`config.mk`:
```
export PLATFORM = sky130hd
export DESIGN_NAME = fft_stage_sequencer_flat
export DESIGN_NICKNAME = d
export VERILOG_FILES = /design/src/rtl/fft_stage_sequencer_pkg.sv /design/src/rtl/fft_stage_sequencer_if.sv /design/src/rtl/fft_addr_gen.sv /design/src/rtl/fft_stage_sequencer.sv /design/src/flat_wrapper.sv
export SDC_FILE = /design/constraint.sdc
export NUM_CORES = 1
export LEC_CHECK = 0
export CAP_MARGIN = 5
export CORE_MARGIN = 1.5
export CORE_UTILIZATION = 40
export CTS_CLUSTER_DIAMETER = 40
export DETAILED_ROUTE_END_ITERATION = 8
export MAX_ROUTING_LAYER = met4
export PLACE_DENSITY = 0.66
export SLEW_MARGIN = 20
export SYNTH_ARGS = -nofsm -noshare
export SYNTH_HDL_FRONTEND = slang
export SYNTH_HIERARCHICAL = 1
export SYNTH_SLANG_ARGS = --single-unit
```
`constraint.sdc`:
```
create_clock -name clk -period 9.8 [get_ports clk]
set_input_delay 1.47 -clock clk [delete_from_list [all_inputs] [get_ports clk]]
set_output_delay 1.47 -clock clk [all_outputs]
set_load 0.005 [all_outputs]
```
`src/rtl/fft_stage_sequencer_pkg.sv`:
```
// fft_stage_sequencer_pkg
//   Definitions shared by the FFT stage sequencer slice: the sequencer
//   state encoding, the default transform size, its stage count and the
//   default butterfly latency.
package fft_stage_sequencer_pkg;

  localparam int unsigned DEFAULT_N          = 1024;
  localparam int unsigned LOG2N              = $clog2(DEFAULT_N);
  localparam int unsigned DEFAULT_BF_LATENCY = 4;

  typedef enum logic [2:0] {
    S_IDLE  = 3'd0,
    S_READ  = 3'd1,
    S_DRAIN = 3'd2,
    S_SWAP  = 3'd3,
    S_DONE  = 3'd4
  } seq_state_t;

endpackage

```
`src/rtl/fft_stage_sequencer_if.sv`:
```
// fft_stage_sequencer_if
//   Memory-side bundle between the stage sequencer and the ping-pong
//   sample memory / twiddle ROM.
//   bank_sel  ping-pong bank select
//   rd_addr   read address
//   rd_valid  read data valid (one cycle after rd_addr)
//   rd_last   final operand of the stage, qualifies rd_valid
//   tw_addr   twiddle ROM index, aligned with rd_valid
//   wr_en     write enable
//   wr_addr   write address
//   master: driven by the sequencer; slave: observed by the memory side.
interface fft_stage_sequencer_if
  import fft_stage_sequencer_pkg::*;
#(
  parameter int unsigned ADDR_WIDTH = LOG2N
);

  logic                  bank_sel;
  logic [ADDR_WIDTH-1:0] rd_addr;
  logic                  rd_valid;
  logic                  rd_last;
  logic [ADDR_WIDTH-2:0] tw_addr;
  logic                  wr_en;
  logic [ADDR_WIDTH-1:0] wr_addr;

  modport master (
    output bank_sel, rd_addr, rd_valid, rd_last, tw_addr, wr_en, wr_addr
  );

  modport slave (
    input  bank_sel, rd_addr, rd_valid, rd_last, tw_addr, wr_en, wr_addr
  );

endinterface

```
`src/rtl/fft_addr_gen.sv`:
```
// fft_addr_gen
//   Combinational radix-2 operand address and twiddle index generator.
//   stage_i    stage index 0..ADDR_WIDTH-1
//   k_i        operand counter within the stage (pair b = k>>1, k[0] picks
//              top or bottom operand)
//   rd_addr_o  memory address of operand k
//   tw_addr_o  twiddle ROM index for pair b
module fft_addr_gen
  import fft_stage_sequencer_pkg::*;
#(
  parameter  int unsigned ADDR_WIDTH = LOG2N,
  localparam int unsigned SW         = $clog2(ADDR_WIDTH) + 1
) (
  input  logic [SW-1:0]         stage_i,
  input  logic [ADDR_WIDTH-1:0] k_i,
  output logic [ADDR_WIDTH-1:0] rd_addr_o,
  output logic [ADDR_WIDTH-2:0] tw_addr_o
);

  logic [ADDR_WIDTH-1:0] b;
  logic [ADDR_WIDTH-1:0] h;
  logic [ADDR_WIDTH-1:0] mask;
  logic [ADDR_WIDTH-1:0] top;
  logic [SW-1:0]         tw_shift;

  always_comb begin
    b    = {1'b0, k_i[ADDR_WIDTH-1:1]};
    h    = ADDR_WIDTH'(1) << stage_i;
    mask = h - ADDR_WIDTH'(1);
    // Insert a zero bit at position 'stage' of the pair index to get the
    // top operand; the bottom operand sits h above it.
    top  = ((b >> stage_i) << (stage_i + SW'(1))) | (b & mask);
    rd_addr_o = k_i[0] ? (top + h) : top;
    // The pair offset within its group is below h, so the shifted index
    // always fits in ADDR_WIDTH-1 bits.
    tw_shift  = SW'(ADDR_WIDTH - 1) - stage_i;
    tw_addr_o = (k_i[ADDR_WIDTH-1:1] & mask[ADDR_WIDTH-2:0]) << tw_shift;
  end

endmodule

```
`src/rtl/fft_stage_sequencer.sv`:
```
// fft_stage_sequencer
//   Sequences the LOG2N radix-2 stages of an in-place ping-pong FFT: streams
//   operand addresses to the memory, delays them through the butterfly
//   latency to produce write addresses, and swaps banks between stages.
//   clk    clock, rising edge
//   rst    asynchronous active-low reset
//   start  one-cycle request for a full transform (ignored unless idle)
//   stage  current stage index
//   busy   transform in progress (READ, DRAIN, SWAP)
//   done   one-cycle pulse after the final stage swap
//   mem    memory-side bundle (master modport)
module fft_stage_sequencer
  import fft_stage_sequencer_pkg::*;
#(
  parameter  int unsigned N          = DEFAULT_N,
  parameter  int unsigned ADDR_WIDTH = $clog2(N),
  parameter  int unsigned BF_LATENCY = DEFAULT_BF_LATENCY,
  localparam int unsigned SW         = $clog2(ADDR_WIDTH) + 1
) (
  input  logic                   clk,
  input  logic                   rst,
  input  logic                   start,
  output logic [SW-1:0]          stage,
  output logic                   busy,
  output logic                   done,
  fft_stage_sequencer_if.master  mem
);

  localparam int unsigned DEPTH      = 1 + BF_LATENCY;
  localparam int unsigned LAST_STAGE = ADDR_WIDTH - 1;
  localparam int unsigned CNT_W      = ADDR_WIDTH + 1;

  seq_state_t            state_q, state_d;
  logic [ADDR_WIDTH-1:0] k_q, k_d;
  logic [SW-1:0]         stage_q, stage_d;
  logic                  bank_q, bank_d;
  logic [CNT_W-1:0]      wr_cnt_q, wr_cnt_d;

  logic [ADDR_WIDTH-1:0] rd_addr_q;
  logic [ADDR_WIDTH-2:0] tw_cur_q;
  logic [ADDR_WIDTH-2:0] tw_addr_q;
  logic                  rd_valid_q;
  logic                  rd_last_q;
  logic                  busy_q;
  logic                  done_q;

  logic [ADDR_WIDTH-1:0] gen_addr;
  logic [ADDR_WIDTH-2:0] gen_tw;

  logic [DEPTH-1:0]      wv_q;
  logic [ADDR_WIDTH-1:0] wa_q [DEPTH];

  logic                  issue;

  // rd_addr_q holds the operand of the current READ cycle.
  assign issue = (state_q == S_READ);

  // Addresses are generated for the next cycle's stage/k so that rd_addr
  // is already valid in the first READ cycle after IDLE or SWAP.
  fft_addr_gen #(
    .ADDR_WIDTH (ADDR_WIDTH)
  ) u_addr_gen (
    .stage_i   (stage_d),
    .k_i       (k_d),
    .rd_addr_o (gen_addr),
    .tw_addr_o (gen_tw)
  );

  always_comb begin
    state_d  = state_q;
    k_d      = '0;
    stage_d  = stage_q;
    bank_d   = bank_q;
    wr_cnt_d = wr_cnt_q + CNT_W'(wv_q[DEPTH-1]);
    case (state_q)
      S_IDLE: begin
        if (start) begin
          state_d = S_READ;
          stage_d = '0;
        end
      end
      S_READ: begin
        k_d = k_q + ADDR_WIDTH'(1);
        if (k_q == ADDR_WIDTH'(N - 1)) begin
          state_d = S_DRAIN;
        end
      end
      S_DRAIN: begin
        // Leave as soon as the final write of the stage is on the bus,
        // so SWAP directly follows the last write cycle.
        if (wr_cnt_d == CNT_W'(N)) begin
          state_d = S_SWAP;
        end
      end
      S_SWAP: begin
        wr_cnt_d = '0;
        bank_d   = ~bank_q;
        if (stage_q < SW'(LAST_STAGE)) begin
          stage_d = stage_q + SW'(1);
          state_d = S_READ;
        end else begin
          state_d = S_DONE;
        end
      end
      S_DONE: begin
        state_d = S_IDLE;
      end
      default: begin
        state_d = S_IDLE;
      end
    endcase
  end

  always_ff @(posedge clk or negedge rst) begin
    if (!rst) begin
      state_q    <= S_IDLE;
      k_q        <= '0;
      stage_q    <= '0;
      bank_q     <= 1'b0;
      wr_cnt_q   <= '0;
      rd_addr_q  <= '0;
      tw_cur_q   <= '0;
      tw_addr_q  <= '0;
      rd_valid_q <= 1'b0;
      rd_last_q  <= 1'b0;
      busy_q     <= 1'b0;
      done_q     <= 1'b0;
    end else begin
      state_q  <= state_d;
      k_q      <= k_d;
      stage_q  <= stage_d;
      bank_q   <= bank_d;
      wr_cnt_q <= wr_cnt_d;
      if (state_d == S_READ) begin
        rd_addr_q <= gen_addr;
        tw_cur_q  <= gen_tw;
      end
      // One cycle of memory read latency.
      rd_valid_q <= issue;
      rd_last_q  <= issue && (k_q == ADDR_WIDTH'(N - 1));
      tw_addr_q  <= tw_cur_q;
      busy_q     <= (state_d inside {S_READ, S_DRAIN, S_SWAP});
      done_q     <= (state_d == S_DONE);
    end
  end

  // Write-back pipeline: read address delayed by read latency plus
  // butterfly latency, so results land in read order.
  always_ff @(posedge clk or negedge rst) begin
    if (!rst) begin
      wv_q <= '0;
      for (int unsigned i = 0; i < DEPTH; i++) begin
        wa_q[i] <= '0;
      end
    end else begin
      wv_q    <= {wv_q[DEPTH-2:0], issue};
      wa_q[0] <= rd_addr_q;
      for (int unsigned i = 1; i < DEPTH; i++) begin
        wa_q[i] <= wa_q[i-1];
      end
    end
  end

  assign stage        = stage_q;
  assign busy         = busy_q;
  assign done         = done_q;
  assign mem.bank_sel = bank_q;
  assign mem.rd_addr  = rd_addr_q;
  assign mem.rd_valid = rd_valid_q;
  assign mem.rd_last  = rd_last_q;
  assign mem.tw_addr  = tw_addr_q;
  assign mem.wr_en    = wv_q[DEPTH-1];
  assign mem.wr_addr  = wa_q[DEPTH-1];

endmodule

```
`src/flat_wrapper.sv`:
```
// flat-port wrapper written by rule: the top's interface ports become plain ports
module fft_stage_sequencer_flat import fft_stage_sequencer_pkg::*;
#(
  parameter  int unsigned N          = DEFAULT_N,
  parameter  int unsigned ADDR_WIDTH = $clog2(N),
  parameter  int unsigned BF_LATENCY = DEFAULT_BF_LATENCY,
  localparam int unsigned SW         = $clog2(ADDR_WIDTH) + 1
)
  (clk, rst, start, stage, busy, done, mem_bank_sel, mem_rd_addr, mem_rd_valid, mem_rd_last, mem_tw_addr, mem_wr_en, mem_wr_addr);
  fft_stage_sequencer_if #(.ADDR_WIDTH(ADDR_WIDTH)) mem_i ();
  input  logic clk;
  input  logic rst;
  input  logic start;
  output logic [SW-1:0] stage;
  output logic busy;
  output logic done;
  output wire logic [$bits(mem_i.bank_sel)-1:0] mem_bank_sel;
  output wire logic [$bits(mem_i.rd_addr)-1:0] mem_rd_addr;
  output wire logic [$bits(mem_i.rd_valid)-1:0] mem_rd_valid;
  output wire logic [$bits(mem_i.rd_last)-1:0] mem_rd_last;
  output wire logic [$bits(mem_i.tw_addr)-1:0] mem_tw_addr;
  output wire logic [$bits(mem_i.wr_en)-1:0] mem_wr_en;
  output wire logic [$bits(mem_i.wr_addr)-1:0] mem_wr_addr;
  assign mem_bank_sel = mem_i.bank_sel;
  assign mem_rd_addr = mem_i.rd_addr;
  assign mem_rd_valid = mem_i.rd_valid;
  assign mem_rd_last = mem_i.rd_last;
  assign mem_tw_addr = mem_i.tw_addr;
  assign mem_wr_en = mem_i.wr_en;
  assign mem_wr_addr = mem_i.wr_addr;
  fft_stage_sequencer #(.N(N), .ADDR_WIDTH(ADDR_WIDTH), .BF_LATENCY(BF_LATENCY)) u_core (.clk(clk), .rst(rst), .start(start), .stage(stage), .busy(busy), .done(done), .mem(mem_i));
endmodule
```
* Word-level counts from Yosys, hierarchy flattened
Index checks and enable logic that the tools add are counted.
** Word-level totals
- Input port bits :: 3
- Register bits :: 117
- Output and inout port bits :: 40
- Logic and storage cells :: 57
** Cells by class
- Add/subtract/negate cells :: 7
- Reduce and logical (&&, ||, !) cells :: 3
- Order comparisons :: 1
- Equal/unequal tests :: 9
- Bitwise gates (word level) :: 4
- Shift-type cells :: 4
- Mux-type cells :: 11
** Operator list (count)
- 10-bit 2-to-1 mux :: 2
- 3-bit by 2-bit equality test with 1-bit output, second input constant :: 4
- 3-bit 2-to-1 mux :: 4
- 3-bit one-hot mux with 4 select lines :: 1
- 11-bit by 1-bit adder with 11-bit output :: 1
- 11-bit equality test, second input constant :: 1
- 11-bit 2-to-1 mux :: 1
- 10-bit by 1-bit adder with 10-bit output, second input constant :: 1
- 10-bit adder :: 1
- 5-bit by 1-bit adder with 5-bit output, second input constant :: 2
- 9-bit by 10-bit AND with 10-bit output :: 1
- 10-bit equality test, second input constant :: 1
- 5-bit 2-to-1 mux :: 2
- 10-bit bitwise OR :: 1
- 5-bit one-hot mux with 2 select lines :: 1
- 1-bit by 5-bit << shifter with 10-bit output, first input constant :: 1
- 10-bit by 5-bit << shifter with 10-bit output :: 1
- 9-bit by 5-bit >> shifter with 10-bit output :: 1
- 10-bit by 1-bit subtractor with 10-bit output, second input constant :: 1
- 9-bit AND :: 1
- 9-bit by 5-bit << shifter with 9-bit output :: 1
- 3-bit by 1-bit equality test with 1-bit output, second input constant :: 2
- 5-bit by 4-bit less-than comparator with 1-bit output, second input constant :: 1
- 4-bit by 5-bit subtractor with 5-bit output, first input constant :: 1
- other kinds (5) :: 5

* Longest topological paths before layout
- Word-level depth :: 9
- Gate-level depth with buffers :: 26
- Depth with buffers taken out :: 23

* Modules after synthesis
The synthesis kept the hierarchy.
** Modules (own cells, without submodules)
- fft_stage_sequencer :: area an instance 4042.6 um^2, cells each 265, instances 1, sequential area each 2902.8 um^2
- fft_addr_gen :: area an instance 2010.7 um^2, cells each 295, instances 1, sequential area each 0.0 um^2

* Worst setup path before layout
No wires, ideal clock.
- Kind :: input port to flip-flop
- From :: input port start
- To :: register u_core.rd_addr_q[7], in the netlist u_core/mem.rd_addr[7]
- Data required time :: 9.675 ns
- Setup slack :: 3.621 ns
- Buffers on the path :: 4
- Stages :: 24
- Arrival :: 6.054 ns
- Setup time :: 0.125 ns
- Path through :: or4b_1 clkbuf_1 nand3_1 o21ai_0 buf_6 buf_4 inv_1 clkbuf_1 ha_1 nand2_1 ha_1 nor2b_1 a21oi_1 inv_1 ha_1 a21o_1 a21oi_1 nor2b_1 o221ai_1 a31o_1 a21oi_1 xnor2_1 mux2_2 mux2_4
** Between the ends
- Longest elaborated chain between the ends :: 8
- Elaborated cells on any way between the ends :: 14
- Those cells by class :: add/sub (3); eq/ne (1); shift (3); mux (5); bitwise (2)
** Ends and longest elaborated chain
- start: declaration :: line flat_wrapper.sv:13 : input logic start;
- 5-bit 2-to-1 mux (*) :: line fft_stage_sequencer.sv:77 : if (start) begin
- 5-bit one-hot mux with 2 select lines (*) :: line fft_stage_sequencer.sv:75 : case (state_q)
- net u_core.stage_d[0] :: line fft_stage_sequencer.sv:35 : logic [SW-1:0] stage_q, stage_d;
- branches (longest 5 deep; another with 10-bit adder)
- 10-bit 2-to-1 mux (*) :: line fft_addr_gen.sv:33 : rd_addr_o = k_i[0] ? (top + h) : top;
- net u_core.gen_addr[7] :: line fft_stage_sequencer.sv:47 : logic [ADDR_WIDTH-1:0] gen_addr;
- end signal: assignment :: line fft_stage_sequencer.sv:135 : rd_addr_q <= gen_addr;
- end: declaration :: line fft_stage_sequencer.sv:39 : logic [ADDR_WIDTH-1:0] rd_addr_q;
Mark *: on every way through the listed nets, which the timed path passes.
A chain may end at the register's enable or synchronous reset.

* Worst setup path after layout
Ends and elaborated chain as after synthesis.

==> results.rst <==
.. list-table::
   :header-rows: 1

   * - Metric
     - Value
   * - YS warnings
     - 6
   * - Worst max-slew margin expressed relative to the limit
     - 40.4%
   * - Routed len/inst
     - 16.7 um
   * - Setup slack at placement
     - 2.68 ns
   * - Max Fanout on Critical Path
     - 25
   * - Placed cell area
     - 6560 sq um
   * - RSZ-0062 raised after global routing
     - no
   * - Count of nets after finishing
     - 618
   * - Synthesized flop and latch total
     - between 100 and 150
   * - First-pass detailed-route iteration total
     - 8
   * - Hold buffers post-CTS
     - 0
   * - Number of DRC markers after the initial detailed-route iteration
     - approximately 360
   * - CTS tree
     - yes
   * - Worst ir drop on vdd
     - 0.107 mV
   * - Area leader, netlist
     - dfrtp_1
   * - Core ar.
     - between 10,000 and 15,000 sq um
   * - Predominant post-synthesis flop cell
     - dfrtp_1
   * - Gp weighted congestion
     - 0.954
   * - Antenna violations before repair
     - 0
   * - Part of the cycle the worst path needs
     - 69.1%
   * - Clk_lat worst skew
     - 0.41 ns
   * - Port buffer count
     - 42
   * - Critical path data arrival time
     - 7.06 ns
   * - CTS clock-pin slew for the worst setup and hold paths
     - roughly 0.05 ns
   * - Dpl hpwl
     - 9350 um
   * - Power per Cell Area
     - roughly 150 nW/um^2
   * - Highest clock rate
     - 148 MHz
   * - Via total after detailed routing
     - around 4,300
   * - Setup slack of the critical path after layout
     - slightly above 3 ns
   * - Cells along the critical path
     - clkdlybuf4s50_1 > or4b_1 > nand3_1 > nand2_1 > inv_2 > ha_1 > nand2_1 > ha_1 > nor2b_1 > a21oi_1 > inv_1 > ha_1 > a21o_1 > a21oi_1 > nor2b_1 > o221ai_1 > a31o_1 > a21oi_1 > xnor2_1 > mux2_2 > mux2_4
   * - Violated checks
     - design-rule violations
   * - Quantity of gates resized following cts
     - 0
   * - Antenna diode count
     - 0
   * - Mean number of vias per cell
     - between 5 and 6
   * - Post-synth net total
     - 585
   * - Pin slew with the least headroom to its limit
     - 0.891 ns
   * - Die outline height
     - 126 um
   * - Fraction of the yosys area taken by sequential cells
     - between 40 and 50%
   * - Setup crit end kind
     - register
   * - Final count of pins violating max slew
     - 0
   * - Post-CTS setup buffer count
     - 0
   * - CP max stage delay
     - between 0.5 and 0.6 ns
   * - Pin count of the biggest net entering global routing
     - 84
   * - Startpoint class of the critical path
     - primary input
   * - Slowest stage cell on the critical path
     - or4b_1
   * - Share of cells above drive strength 1
     - roughly 15%
   * - Number of sinks on the clock net
     - 116
   * - Leading post-synthesis cells by instance count
     - 116 x dfrtp_1, 56 x nor2_1, 35 x nand2_1, 27 x nand3_1, 25 x o21ai_0
   * - Total congestion overflow after global routing
     - 0
   * - Number of placed instances, taps included
     - 758
   * - Final setup TNS
     - 0 ns
   * - Asr flop ratio synth
     - 100%
   * - Routed Wire Length
     - about 13,000 um
   * - Fin crit period
     - 6.77 ns
   * - Antenna-violating nets left
     - 0
   * - Minimum setup slack among reg-to-reg paths
     - 3.82 ns
   * - Status
     - finished with violations
   * - Maximum buffer depth of the clock tree
     - 2
   * - Die Footprint
     - 15,900 sq um
   * - Number of rows created at floorplan
     - 44
   * - Most numerous cell in the Yosys netlist
     - dfrtp_1
   * - Post-synthesis cell count
     - between 500 and 600
   * - Avg Synthesized Cell Area
     - ~11 sq um
   * - Worst Path Required
     - 10.09 ns
   * - Total setup violations reported at the end of the flow
     - 0
   * - Type of the most critical hold path
     - register to register
   * - WS Path Type
     - primary input to register
   * - Starting Density
     - 41.3%
   * - Design area
     - slightly above 7000 sq um
   * - Share of Yosys cell area claimed by the top area cell type
     - 48.0%
   * - Number of design rule violations left after detail routing
     - 2
   * - Ports placed on the boundary
     - 43
   * - Die width
     - 126 um
   * - Max Clock Skew
     - 0.0100 ns
   * - Final cell utilization of the core
     - about 49%
   * - Vias in the first global route
     - between 4,000 and 5,000
   * - Final cell count without fillers
     - 789
   * - Number of library cell types mapped by synthesis
     - 69
   * - Number of synthesized flops with an enable pin
     - 0
   * - Hold violation count in the final report
     - 0
   * - Global router's overall resource usage
     - between 10% and 20%
   * - LEAKAGE
     - ~0.0033 uW
   * - Layout overhead on the synthesized area
     - 18.0%
   * - Wire length of the first global-routing pass
     - around 22,000 um
   * - Leading cell types by total area after synthesis
     - dfrtp_1 48%, mux2_4 5.2%, ha_1 4.3%
   * - CTS root buf
     - clkbuf_16
   * - Inserted Clock Buffers
     - 17
   * - Cell area after synthesis
     - 6050 sq um
   * - Max-cap violations
     - 0
   * - # H-tree levels
     - 4
==> stage by stage <==
stage | total power (uW) | hold slack, ns
4_1_cts | 1100 | 0.343
6_report | 1080 | 0.341
2_1_floorplan | 488 | 0.331
5_1_grt | 1130 | 0.351
3_3_place_gp | 498 | 0.332
3_5_place_dp | 498 | 0.335
==> worst max-delay path: cells and delay by family <==
kind	cells	cell delay [ns]
muxes	2	0.53
xor gates and xnor gates	1	0.08
and+or+nand+nor	6	1.62
buffers and inverters	3	1.02
adders and majority gates	3	0.99
AOI/OAI and AO/OA	6	1.34
==> final timing paths <==
kind	start	endpoint	cells past startpoint
max	start	u_core/mem.rd_addr[7]	21
min	u_core/wa_q[48]	u_core/wa_q[38]	0
max reg2reg	u_core/stage[2]	u_core/mem.rd_addr[7]	22
min reg2reg	u_core/wa_q[48]	u_core/wa_q[38]	0
max in group asynchronous	rst	u_core/tw_cur_q[2]	2
min in group asynchronous	rst	u_core/wr_cnt_q[7]	1
==> final cells by class <==
class                      instances  area (sq um)
sequential                       116          2900
timing repair buffer              49           474
clock inverter                     8           101
multi-input combinational        395          2900
inverter                          14          52.6
tap                              184           230
fill                            1305          7500
clock buffer                      23           478
==> cell families after synthesis <==
| group | Yosys count | share of synthesized area [%] |
|---|---|---|
| adder cells (fa/ha/maj) | 23 | 4.86 |
| AND/OR/NAND/NOR | 191 | 15.8 |
| buffers and inverters | 49 | 4.34 |
| flip-flops | 116 | 48.0 |
| XOR/XNOR | 38 | 5.62 |
| AO/OA/AOI/OAI | 93 | 10.6 |
| multiplexers | 50 | 10.8 |
==> registers in the layout, indices dropped and copies added (netlist names), 3 cells and up <==
register	flops
u_core/state_q	3
u_core/mem.wr_addr	10
u_core/stage	5
u_core/tw_cur_q	9
u_core/wv_q	5
u_core/k_q	10
u_core/wr_cnt_q	11
u_core/wa_q	40
u_core/mem.rd_addr	10
u_core/mem.tw_addr	9
==> cell usage in the layout, fill, tap and decap left out, types with 3 or more instances in the layout <==
| cell type | n |
|---|---|
| nand2_1 | 35 |
| xnor2_1 | 23 |
| and3_1 | 12 |
| xor2_1 | 14 |
| nand2b_1 | 4 |
| mux2i_1 | 16 |
| mux4_2 | 3 |
| clkbuf_8 | 3 |
| o211ai_1 | 3 |
| clkinvlp_4 | 3 |
| nand4_1 | 4 |
| buf_4 | 7 |
| mux2_2 | 10 |
| inv_1 | 13 |
| clkbuf_16 | 17 |
| a21o_1 | 4 |
| nor3_1 | 17 |
| nor2b_1 | 8 |
| o21ai_0 | 24 |
| a21oi_1 | 22 |
| dfrtp_1 | 116 |
| nand3_1 | 27 |
| a211oi_1 | 7 |
| clkdlybuf4s50_1 | 41 |
| o31ai_1 | 3 |
| nor2_1 | 56 |
| a31oi_1 | 6 |
| o21ai_2 | 3 |
| and2_1 | 7 |
| mux2_4 | 21 |
| clkbuf_1 | 3 |
| nor4_1 | 3 |
| ha_1 | 21 |
==> per-layer routing <==
layer  global-route usage [%]  part of all wire, %  vias to the layer above  wire length (um)
li1                         -                    -                     2039                 -
met1                     23.6                   47                     2078              6190
met2                     27.0                   45                      120              6010
met3                     4.16                  4.5                       29               596
met4                     9.40                  3.1                        0               415
met5                        -                    0                        -                 0
==> power by group <==
part | internal [uW] | total [uW] | leakage, uW | switching, uW
sequential | 480 | 480 | 0.00144 | 0
clock | 391 | 594 | 0.000275 | 203
combinational | 1.04 | 9.74 | 0.00154 | 8.70
No activity file was read; power rests on OpenSTA's default activity.
==> patch, RTL diff (same flow settings) <==
Take the reset off `k_q` and load it in a clocked block of its own.
--- a/src/rtl/fft_stage_sequencer.sv
+++ b/src/rtl/fft_stage_sequencer.sv
@@ -114,7 +114,6 @@
   always_ff @(posedge clk or negedge rst) begin
     if (!rst) begin
       state_q    <= S_IDLE;
-      k_q        <= '0;
       stage_q    <= '0;
       bank_q     <= 1'b0;
       wr_cnt_q   <= '0;
@@ -127,7 +126,6 @@
       done_q     <= 1'b0;
     end else begin
       state_q  <= state_d;
-      k_q      <= k_d;
       stage_q  <= stage_d;
       bank_q   <= bank_d;
       wr_cnt_q <= wr_cnt_d;
@@ -142,6 +140,10 @@
       busy_q     <= (state_d inside {S_READ, S_DRAIN, S_SWAP});
       done_q     <= (state_d == S_DONE);
     end
+  end
+
+  always_ff @(posedge clk) begin
+    k_q <= k_d;
   end
 
   // Write-back pipeline: read address delayed by read latency plus
Formal check against the unedited RTL: same outputs for any inputs over 10 cycles, from zero or initial values and one cycle with rst low; that may be too few to reach the edited logic, so the function may still have changed.
==> patch against the unedited design <==
Final area fell by 0.23%; worst setup slack got worse by 0.023 ns; area after synthesis fell by 0.83%; maximum frequency fell by 0.34%; sequential share of layout area fell by 0.61 points; wire length rose by 0.17%; power rose by 3.4%; via count barely moved; sequential cell count did not move; sequential power barely moved.
==> patch: results (changes against the unedited design) <==
* Result of the run: completed
* Number of clock buffers in the layout at 18 (-22%)
* Top cells by instance count after synthesis: dfrtp_1, nor2_1, nand2_1, nand3_1, o21ai_0
* Fraction of layout instances using a drive strength above 1 at 0.157 (+0.00635)
* Overall routing resource usage at 0.180 (-0.00253)
* Post-synthesis share of cell area spent on full adders, half adders and majority gates at 0.0490 (+0.000405)
* Pre-CTS setup slack at 2.62 ns (-0.0544 ns)
* Static leakage at 3.36 nW (+3.3%)
* Estimated wirelength of the detail-placed design at 9.19 mm (-1.8%)
* Drt first pass iters at 5 (-3)
* VDD IR-drop max at 0.111 mV (+2.9%)
* Async S/R FF share, synth at 0.914 (-0.0862)
* First DRT Iteration DRCs at 382 (+7.0%)
* Number of fillers in the final layout at 1279 (-2.0%)
* Post-synthesis sequential area ratio at 0.475 (-0.00434)
* Via count of the first global-routing pass at 4246 (-0.45%)
* Maximum number of pins on one net before global-route repair at 74 (-12%)
* Average routed wire per standard cell at 16.7 µm (about the same)
* Arrival time of the worst setup path at 7.08 ns (+0.02 ns)
* Number of distinct library cell variants in the gate-level netlist after synthesis at 70 (+1.4%)
* Routability congestion estimate from global placement at 0.958 (+0.42%)
* Share of final layout cell area taken by clock buffers and inverters at 0.0866 (+0.00545)
* Non-clock buffering overhead at 0.0660 (-0.000375)
* Synthesized-area fraction occupied by xor and xnor cells at 0.0567 (+0.000469)
* Via-to-Cell Ratio at 5.40 (-0.10%)
* Fraction of standard cell area that is sequential at 0.400 (-0.00609)
* Normalized max-slew margin at 0.391 (-0.0135)
* Mux share of post-synthesis cell area at 0.109 (+0.000903)
==> patch: cell types whose count changed in the layout (fill, tap and decap cells not counted), sizes merged <==
cell      change
dfxtp        +10
clkbuf        -5
dfrtp        -10
bufinv        +1
clkinv        +2
clkinvlp      +1
inv           +2
==> patch: critical path: cells and delay by family <==
family                   cells  cell delay [ns]
AO/OA/AOI/OAI                6             1.36
XOR/XNOR                     1             0.07
buffers and inverters        3             1.04
adder cells (fa/ha/maj)      3             0.98
multiplexers                 2             0.52
AND/OR/NAND/NOR              6             1.63
==> patch: through the flow <==
stage	power (mW)	std cells	area, µm²	util
global placement	0.496	758	6510	0.446
CTS	1.14	790	7130	0.488
floorplan	0.487	560	6000	-
global route	1.16	790	7130	0.488
finish	1.12	790	7130	0.488
detailed placement	0.497	758	6510	0.446
==> patch: path summary, 6_finish.rpt <==
path	start	to	slack (ns)	cells past startpoint
worst max-delay path	start	u_core/mem.rd_addr[7]$_DFFE_PN0N_	3.01	21
worst min-delay path	u_core/wa_q[49]$_DFF_PN0_	u_core/wa_q[39]$_DFF_PN0_	0.34	0
worst max register to register	u_core/stage[2]$_DFF_PN0_	u_core/mem.rd_addr[7]$_DFFE_PN0N_	3.72	22
worst min register to register	u_core/wa_q[49]$_DFF_PN0_	u_core/wa_q[39]$_DFF_PN0_	0.34	0
max in group asynchronous	rst	u_core/wr_cnt_q[10]$_DFF_PN0_	7.56	2
min in group asynchronous	rst	u_core/wa_q[19]$_DFF_PN0_	1.00	1
==> patch: report_power, final <==
group          internal [mW]  switching [mW]
combinational       0.000898         0.00801
sequential             0.479               0
clock                  0.409           0.224
total                  0.888           0.232
==> patch: layer usage <==
layer  GRT usage  wire, µm  vias up
met5           -         0        -
met4      0.0689       265        0
met3      0.0385       523       22
met2       0.284      6320      119
met1       0.228      6120     2081
li1            -         -     2045
